$ cat config.mk
export PLATFORM = sky130hd
export DESIGN_NAME = rng_byte_server_flat
export DESIGN_NICKNAME = d
export VERILOG_FILES = /design/src/rtl/rng_byte_server_if.sv /design/src/rtl/rng_byte_server.sv /design/src/flat_wrapper.sv
export SDC_FILE = /design/constraint.sdc
export NUM_CORES = 1
export LEC_CHECK = 0
export CAP_MARGIN = 30
export CORE_ASPECT_RATIO = 0.8
export CORE_UTILIZATION = 47
export DETAILED_ROUTE_END_ITERATION = 8
export PLACE_DENSITY = 0.75
export REMOVE_ABC_BUFFERS = 1
export SYNTH_ARGS = -nofsm -noshare
export SYNTH_HDL_FRONTEND = slang
export SYNTH_SLANG_ARGS = --single-unit
export TNS_END_PERCENT = 100
$ cat constraint.sdc
create_clock -name clk -period 2.3 [get_ports clk]
set_clock_uncertainty 0.1 [all_clocks]
set_input_delay 0.69 -clock clk [delete_from_list [all_inputs] [get_ports clk]]
set_output_delay 0.69 -clock clk [all_outputs]
set_load 0.01 [all_outputs]
$ cat src/rtl/rng_byte_server_if.sv
// rng_byte_server_if: CPU request/response and LFSR control bundle for rng_byte_server
interface rng_byte_server_if;
  logic       req_i;
  logic [7:0] mask_i;
  logic       busy_o;
  logic       valid_o;
  logic [7:0] rand_o;
  logic       lock_err_o;
  logic       lfsr_enable_o;
  logic [7:0] lfsr_out_i;
  modport master (
    output req_i, mask_i, lfsr_out_i,
    input  busy_o, valid_o, rand_o, lock_err_o, lfsr_enable_o
  );
  modport slave (
    input  req_i, mask_i, lfsr_out_i,
    output busy_o, valid_o, rand_o, lock_err_o, lfsr_enable_o
  );
endinterface

$ cat src/rtl/rng_byte_server.sv
// rng_byte_server: steps the LFSR a fixed number of times per request and returns a masked random byte
module rng_byte_server #(
  parameter int STEPS = 8,
  parameter bit STIR  = 1'b0
) (
  input logic               clk,
  input logic               reset,
  rng_byte_server_if.slave  bus
);
  typedef enum logic [1:0] {IDLE, SHIFT, SAMPLE} state_t;
  state_t     state_q, state_d;
  logic [7:0] cnt_q, cnt_d, mask_q, mask_d, rand_q, rand_d;
  logic       valid_q, valid_d, lock_q, lock_d;
  // accept a request, run the LFSR for STEPS cycles, then sample, mask and pulse valid
  always_comb begin
    state_d = state_q;
    cnt_d   = cnt_q;
    mask_d  = mask_q;
    rand_d  = rand_q;
    valid_d = 1'b0;
    lock_d  = lock_q;
    case (state_q)
      IDLE: if (bus.req_i) begin
        mask_d  = bus.mask_i;
        cnt_d   = 8'(STEPS);
        state_d = SHIFT;
      end
      SHIFT: begin
        cnt_d   = cnt_q - 8'd1;
        state_d = (cnt_q == 8'd1) ? SAMPLE : SHIFT;
      end
      SAMPLE: begin
        rand_d  = bus.lfsr_out_i & mask_q;
        valid_d = 1'b1;
        lock_d  = lock_q | (bus.lfsr_out_i == 8'h00);
        state_d = IDLE;
      end
      default: state_d = IDLE;
    endcase
  end
  // state and result registers; reset aborts any request in flight
  always_ff @(posedge clk) begin
    if (reset) begin
      state_q <= IDLE;
      cnt_q   <= 8'h00;
      mask_q  <= 8'h00;
      rand_q  <= 8'h00;
      valid_q <= 1'b0;
      lock_q  <= 1'b0;
    end else begin
      state_q <= state_d;
      cnt_q   <= cnt_d;
      mask_q  <= mask_d;
      rand_q  <= rand_d;
      valid_q <= valid_d;
      lock_q  <= lock_d;
    end
  end
  assign bus.busy_o        = state_q != IDLE;
  assign bus.valid_o       = valid_q;
  assign bus.rand_o        = rand_q;
  assign bus.lock_err_o    = lock_q;
  assign bus.lfsr_enable_o = ~reset & ((state_q == SHIFT) | (STIR & (state_q == IDLE)));
endmodule
$ cat src/flat_wrapper.sv
// flat-port wrapper written by rule: the top's interface ports become plain ports
module rng_byte_server_flat 
#(
  parameter int STEPS = 8,
  parameter bit STIR  = 1'b0
)
  (clk, reset, bus_req_i, bus_mask_i, bus_lfsr_out_i, bus_busy_o, bus_valid_o, bus_rand_o, bus_lock_err_o, bus_lfsr_enable_o);
  rng_byte_server_if bus_i ();
  input logic clk;
  input logic reset;
  input wire logic [$bits(bus_i.req_i)-1:0] bus_req_i;
  input wire logic [$bits(bus_i.mask_i)-1:0] bus_mask_i;
  input wire logic [$bits(bus_i.lfsr_out_i)-1:0] bus_lfsr_out_i;
  output wire logic [$bits(bus_i.busy_o)-1:0] bus_busy_o;
  output wire logic [$bits(bus_i.valid_o)-1:0] bus_valid_o;
  output wire logic [$bits(bus_i.rand_o)-1:0] bus_rand_o;
  output wire logic [$bits(bus_i.lock_err_o)-1:0] bus_lock_err_o;
  output wire logic [$bits(bus_i.lfsr_enable_o)-1:0] bus_lfsr_enable_o;
  assign bus_i.req_i = bus_req_i;
  assign bus_i.mask_i = bus_mask_i;
  assign bus_i.lfsr_out_i = bus_lfsr_out_i;
  assign bus_busy_o = bus_i.busy_o;
  assign bus_valid_o = bus_i.valid_o;
  assign bus_rand_o = bus_i.rand_o;
  assign bus_lock_err_o = bus_i.lock_err_o;
  assign bus_lfsr_enable_o = bus_i.lfsr_enable_o;
  rng_byte_server #(.STEPS(STEPS), .STIR(STIR)) u_core (.clk(clk), .reset(reset), .bus(bus_i));
endmodule
# Yosys cells after proc, flatten, opt, wreduce, memory -nomap -nowiden

Index checks and enable logic that the tools add are counted.
Widths: inputs -> output; s select.

Register bits after elaboration: 28
Input bits: 19
Output and inout port bits: 12
Word-level logic and storage cells: 27

Add/sub/neg operators: 1
Equality and inequality tests: 4
Mux-type cells: 6
Bitwise logic cells: 4
Reductions and logical operators: 6

Operator list:

| kind                | count |
|---|---|
| $pmux 8 s2          | 1 |
| $and 8x8->8         | 1 |
| $eq 8x1->1 const B  | 1 |
| $logic_not 8->1     | 1 |
| $mux 8              | 1 |
| $sub 8x1->8 const B | 1 |
| $mux 2              | 2 |
| $pmux 2 s2          | 1 |
| $reduce_and 2->1    | 2 |
| $reduce_bool 2->1   | 2 |
| $eq 2x1->1 const B  | 1 |
| $eq 2x2->1 const B  | 1 |
| $logic_not 2->1     | 1 |
| $ne 2x2->1 const B  | 1 |
| $and 1x1->1         | 1 |
| $mux 1              | 1 |
| $not 1->1           | 1 |
| $or 1x1->1          | 1 |

# Depth between registers and ports, before layout

Word-level depth: 3
Mapped depth: 5
Gate-level depth less buffers: 5

# Least setup slack after synthesis

Ideal clock, no wire load.

Kind: input to output
Start point: input reset
End point: output bus_lfsr_enable_o
Data arrival time: 1.063 ns
Data required time: 1.510 ns
Path slack: 0.447 ns
Stages: 2
Buffers on the path: 1
Cells stage by stage: clkbuf_4 -> nor2_1

Word-level cells in the longest chain between the ends: 2

Ends and longest elaborated chain:

| what        | RTL line              | text |
|---|---|---|
| from (decl) | flat_wrapper.sv:10    | `input logic reset;` |
| $not 1->1   | rng_byte_server.sv:63 | `assign bus.lfsr_enable_o = ~reset & ((state_q == SHIFT) \| (STIR & (state_q == IDLE)));` |
| $and 1x1->1 | rng_byte_server.sv:63 |  |
| to (decl)   | flat_wrapper.sv:18    | `output wire logic [$bits(bus_i.lfsr_enable_o)-1:0] bus_lfsr_enable_o;` |

No other way between the ends.

# Final worst setup path

Start point: register u_core.state_q[0]
End point: output bus_busy_o

Word-level cells in the longest chain between the ends: 1

Ends and longest elaborated chain:

| what                   | RTL line              | text |
|---|---|---|
| from (decl)            | rng_byte_server.sv:11 | `state_t state_q, state_d;` |
| from (signal assigned) | rng_byte_server.sv:51 | `state_q <= state_d;` |
| $reduce_bool 2->1      | rng_byte_server.sv:59 | `assign bus.busy_o = state_q != IDLE;` |
| to (decl)              | flat_wrapper.sv:14    | `output wire logic [$bits(bus_i.busy_o)-1:0] bus_busy_o;` |

No other way between the ends.

==> flow_summary.toml <==
[outcome]
run_status = "finished with violations"
violations = "DRC"

[worst_setup_path]
crit_slowest_cell = "dfxtp_1"
crit_path_start_kind = "flip-flop"
r2r.worst_path.cells = 4
cp.arrival_ns = 1.40
reg2reg_slack_ns = 0.44
critPathMaxFanout = 11
critPathRequiredTime_ns = 1.51
r2r-end = "u_core.cnt_q[7]"
reg2reg_from = "u_core.state_q[1]"
crit_chain = "buf_4 -> or2_2 -> dlygate4sd2_1"
path_class = "reg -> out"
cp-end-kind = "output port"
critPathMaxStageDelay_ns = 0.34

[yosys]
syn_area_um2 = 1170
synth_edf_count = 0
ys_types = 36
ys_warn_count = 0
netlist_instances = 134
synth_top_area_cell = "dfxtp_1"
async_flop_share = 0
ys.flop_type = "dfxtp_1"
ys_seq_area_frac = 0.478
syn_avg_cell_area_um2 = 8.75
synth_top_area_frac = 0.478
ys_ff_latch = 28
ys_top_cells_by_area = "dfxtp_1 (48%), a21oi_1 (9.0%), nand2_1 (7.7%), nand3_1 (3.8%), ha_1 (2.1%)"

[detailed_routing]
drt_iter0_drc = 25
avgViaCountPerCell = 5.49
antenna_left = 0
dr.pass1.iters = 8
drc = 3
num_vias = 1043
routedWlPerCell_um = 13.6
wl_um = 2590

[die]
ios = 31
initial_core_util = 0.521
die_area_um2 = 2700
fp.dieH_um = 46.7
std_cell_rows = 15
coreArea_um2 = 2250
die_x_um = 57.8

[worst_hold_path]
min_delay_worst_endpoint = "u_core.bus.rand_o[7]"
holdPathStages = 2
min_from = "u_core.bus.rand_o[7]"
min_path_type = "reg -> reg"

[cells_and_area]
finalInstanceArea_um2 = 1550
diodes = 0
drive_gt1_frac = 0.139
fin_nets = 187
nFillCells = 206
syn_to_final_growth_pct = 31.8
register_area_um2 = 561
multi_input_area_um2 = 569

[clocking]
cts_root_buf = "clkbuf_4"
htree_levels = 1
clockBufferDepth = 2
clkSinkCount = 28
ctsHoldBuffers = 0
cts_buffers = 3
cts_setup_buffers = 0
insertion_delay_ns = 0.33
cts_tree = "yes"
cts.clk_slew.worst_paths_ns = 0.14

[grt]
antenna_found_initial = 0
grt_max_degree = 30
grt_overflow = 0
first_global_vias = 945
grt_usage = 0.206
grt_pass1_wl_um = 4130

[timing]
worst_slew_pin_slew_ns = 0.639
clock.fmax_mhz = 457
rsz0062_at_grt = "no"
timing.final.crit_period_ns = 2.19
relSlewSlack = 0.573
final_max_slew_viol_count = 0
timing.final.ws_setup_ns = 0.114
hold_viol_final = 0
setup_viol = 0
min_period_over_period = 0.951

[place]
port-buffer-count = 30
placed_area_um2 = 1500
place_congestion = 0.760
dp_hpwl_um = 1900
dp_slack_ns = -0.317

[run]
drv_cap = 0

[power]
ir_worst_vdd_mv = 0.447
p_per_area_nw_per_um2 = 648
leakage_nw = 0.557
[worst max-delay path: cells and delay by family, from the launching register on]
family                 cells  cell delay [ns]
buffers and inverters      2             0.44
DFF                        1             0.34
and+or+nand+nor            1             0.29
[layout make-up]
cell class | count | share of cell area
timing repair buffer | 35 | 0.220
inverter | 2 | 0.00486
multi-input combinational | 96 | 0.368
sequential | 28 | 0.363
clock buffer | 4 | 0.0235
tap | 25 | 0.0202
[worst max path at each step]
| stage | start | endpoint | slack [ns] | cells after the start |
|---|---|---|---|---|
| after floorplan | u_core.state_q[0] | u_core.cnt_q[7] | 0.57 | 3 |
| after CTS | reset | bus_lfsr_enable_o | 0.003 | 3 |
| after global routing | u_core.state_q[0] | bus_busy_o | 0.05 | 3 |
| final | u_core.state_q[0] | bus_busy_o | 0.11 | 3 |
| after detailed placement | reset | bus_lfsr_enable_o | -0.32 | 3 |
| after global placement | reset | bus_lfsr_enable_o | -0.32 | 3 |
[cells in the mapped netlist, drive strengths merged, types with 2 or more instances]
cell	n
a21oi	22
buf	3
clkbuf	5
dfxtp	28
ha	2
inv	2
nand2	24
nand2b	4
nand3	9
nor2	6
nor3b	3
nor4	3
o311ai	2
or2	3
or3	2
or4	2
or4b	2
[kinds of logic after synthesis]
| kind of cell | after synthesis | share of synthesized area |
|---|---|---|
| buffers and inverters | 10 | 0.0384 |
| AND/OR/NAND/NOR | 62 | 0.296 |
| adder cells (fa/ha/maj) | 2 | 0.0213 |
| AO/OA/AOI/OAI | 31 | 0.157 |
| flip-flops | 28 | 0.478 |
| multiplexers | 1 | 0.00960 |
[through the flow]
| step | total power (W) | TNS, ns | hold slack [ns] | util | cells |
|---|---|---|---|---|---|
| after floorplan | 0.000681 | 0 | 0.331 | - | 126 |
| after global placement | 0.000766 | -0.320 | 0.340 | 0.668 | 186 |
| after detailed placement | 0.000774 | -0.317 | 0.345 | 0.668 | 186 |
| after CTS | 0.00101 | 0 | 0.364 | 0.685 | 190 |
| after global routing | 0.00105 | 0 | 0.378 | 0.686 | 190 |
| final | 0.00100 | 0 | 0.361 | 0.686 | 190 |
[layout by cell type (no fill, tap or decap), types with 2 or more instances in the layout]
cell	Yosys	layout
dfxtp_1	28	28
clkdlybuf4s50_1	0	27
nand2_1	24	24
a21oi_1	21	21
nand3_1	9	9
nor2_1	6	5
buf_4	0	5
nand2b_1	4	4
or2_2	3	3
clkbuf_4	1	3
inv_1	2	2
nor3b_1	2	2
nor4_1	2	2
o311ai_0	2	2
ha_1	2	2
[flip-flops by register name, summed over array words and instances (netlist names)]
name	flops
u_core.bus.lock_err_o	1
u_core.bus.rand_o	8
u_core.bus.valid_o	1
u_core.cnt_q	8
u_core.mask_q	8
u_core.state_q	2
[per-layer routing]
layer  routed length, µm  track usage
met4                  15       0.0429
met2                1250        0.379
met1                1170        0.238
met3                 144       0.0646
met5                   0            0
[repair_timing]
item                                    CTS  global route
gates resized for setup                   5             1
hold endpoints to repair                  0             0
pin swaps                                 0             1
gates cloned                              0             0
endpoints found under the setup margin    2             1
[report_power, final]
group          switching, W  internal [W]
sequential        0.0000286      0.000520
combinational     0.0000997      0.000114
clock              0.000142     0.0000970
Power figures use the tool's default switching activity.
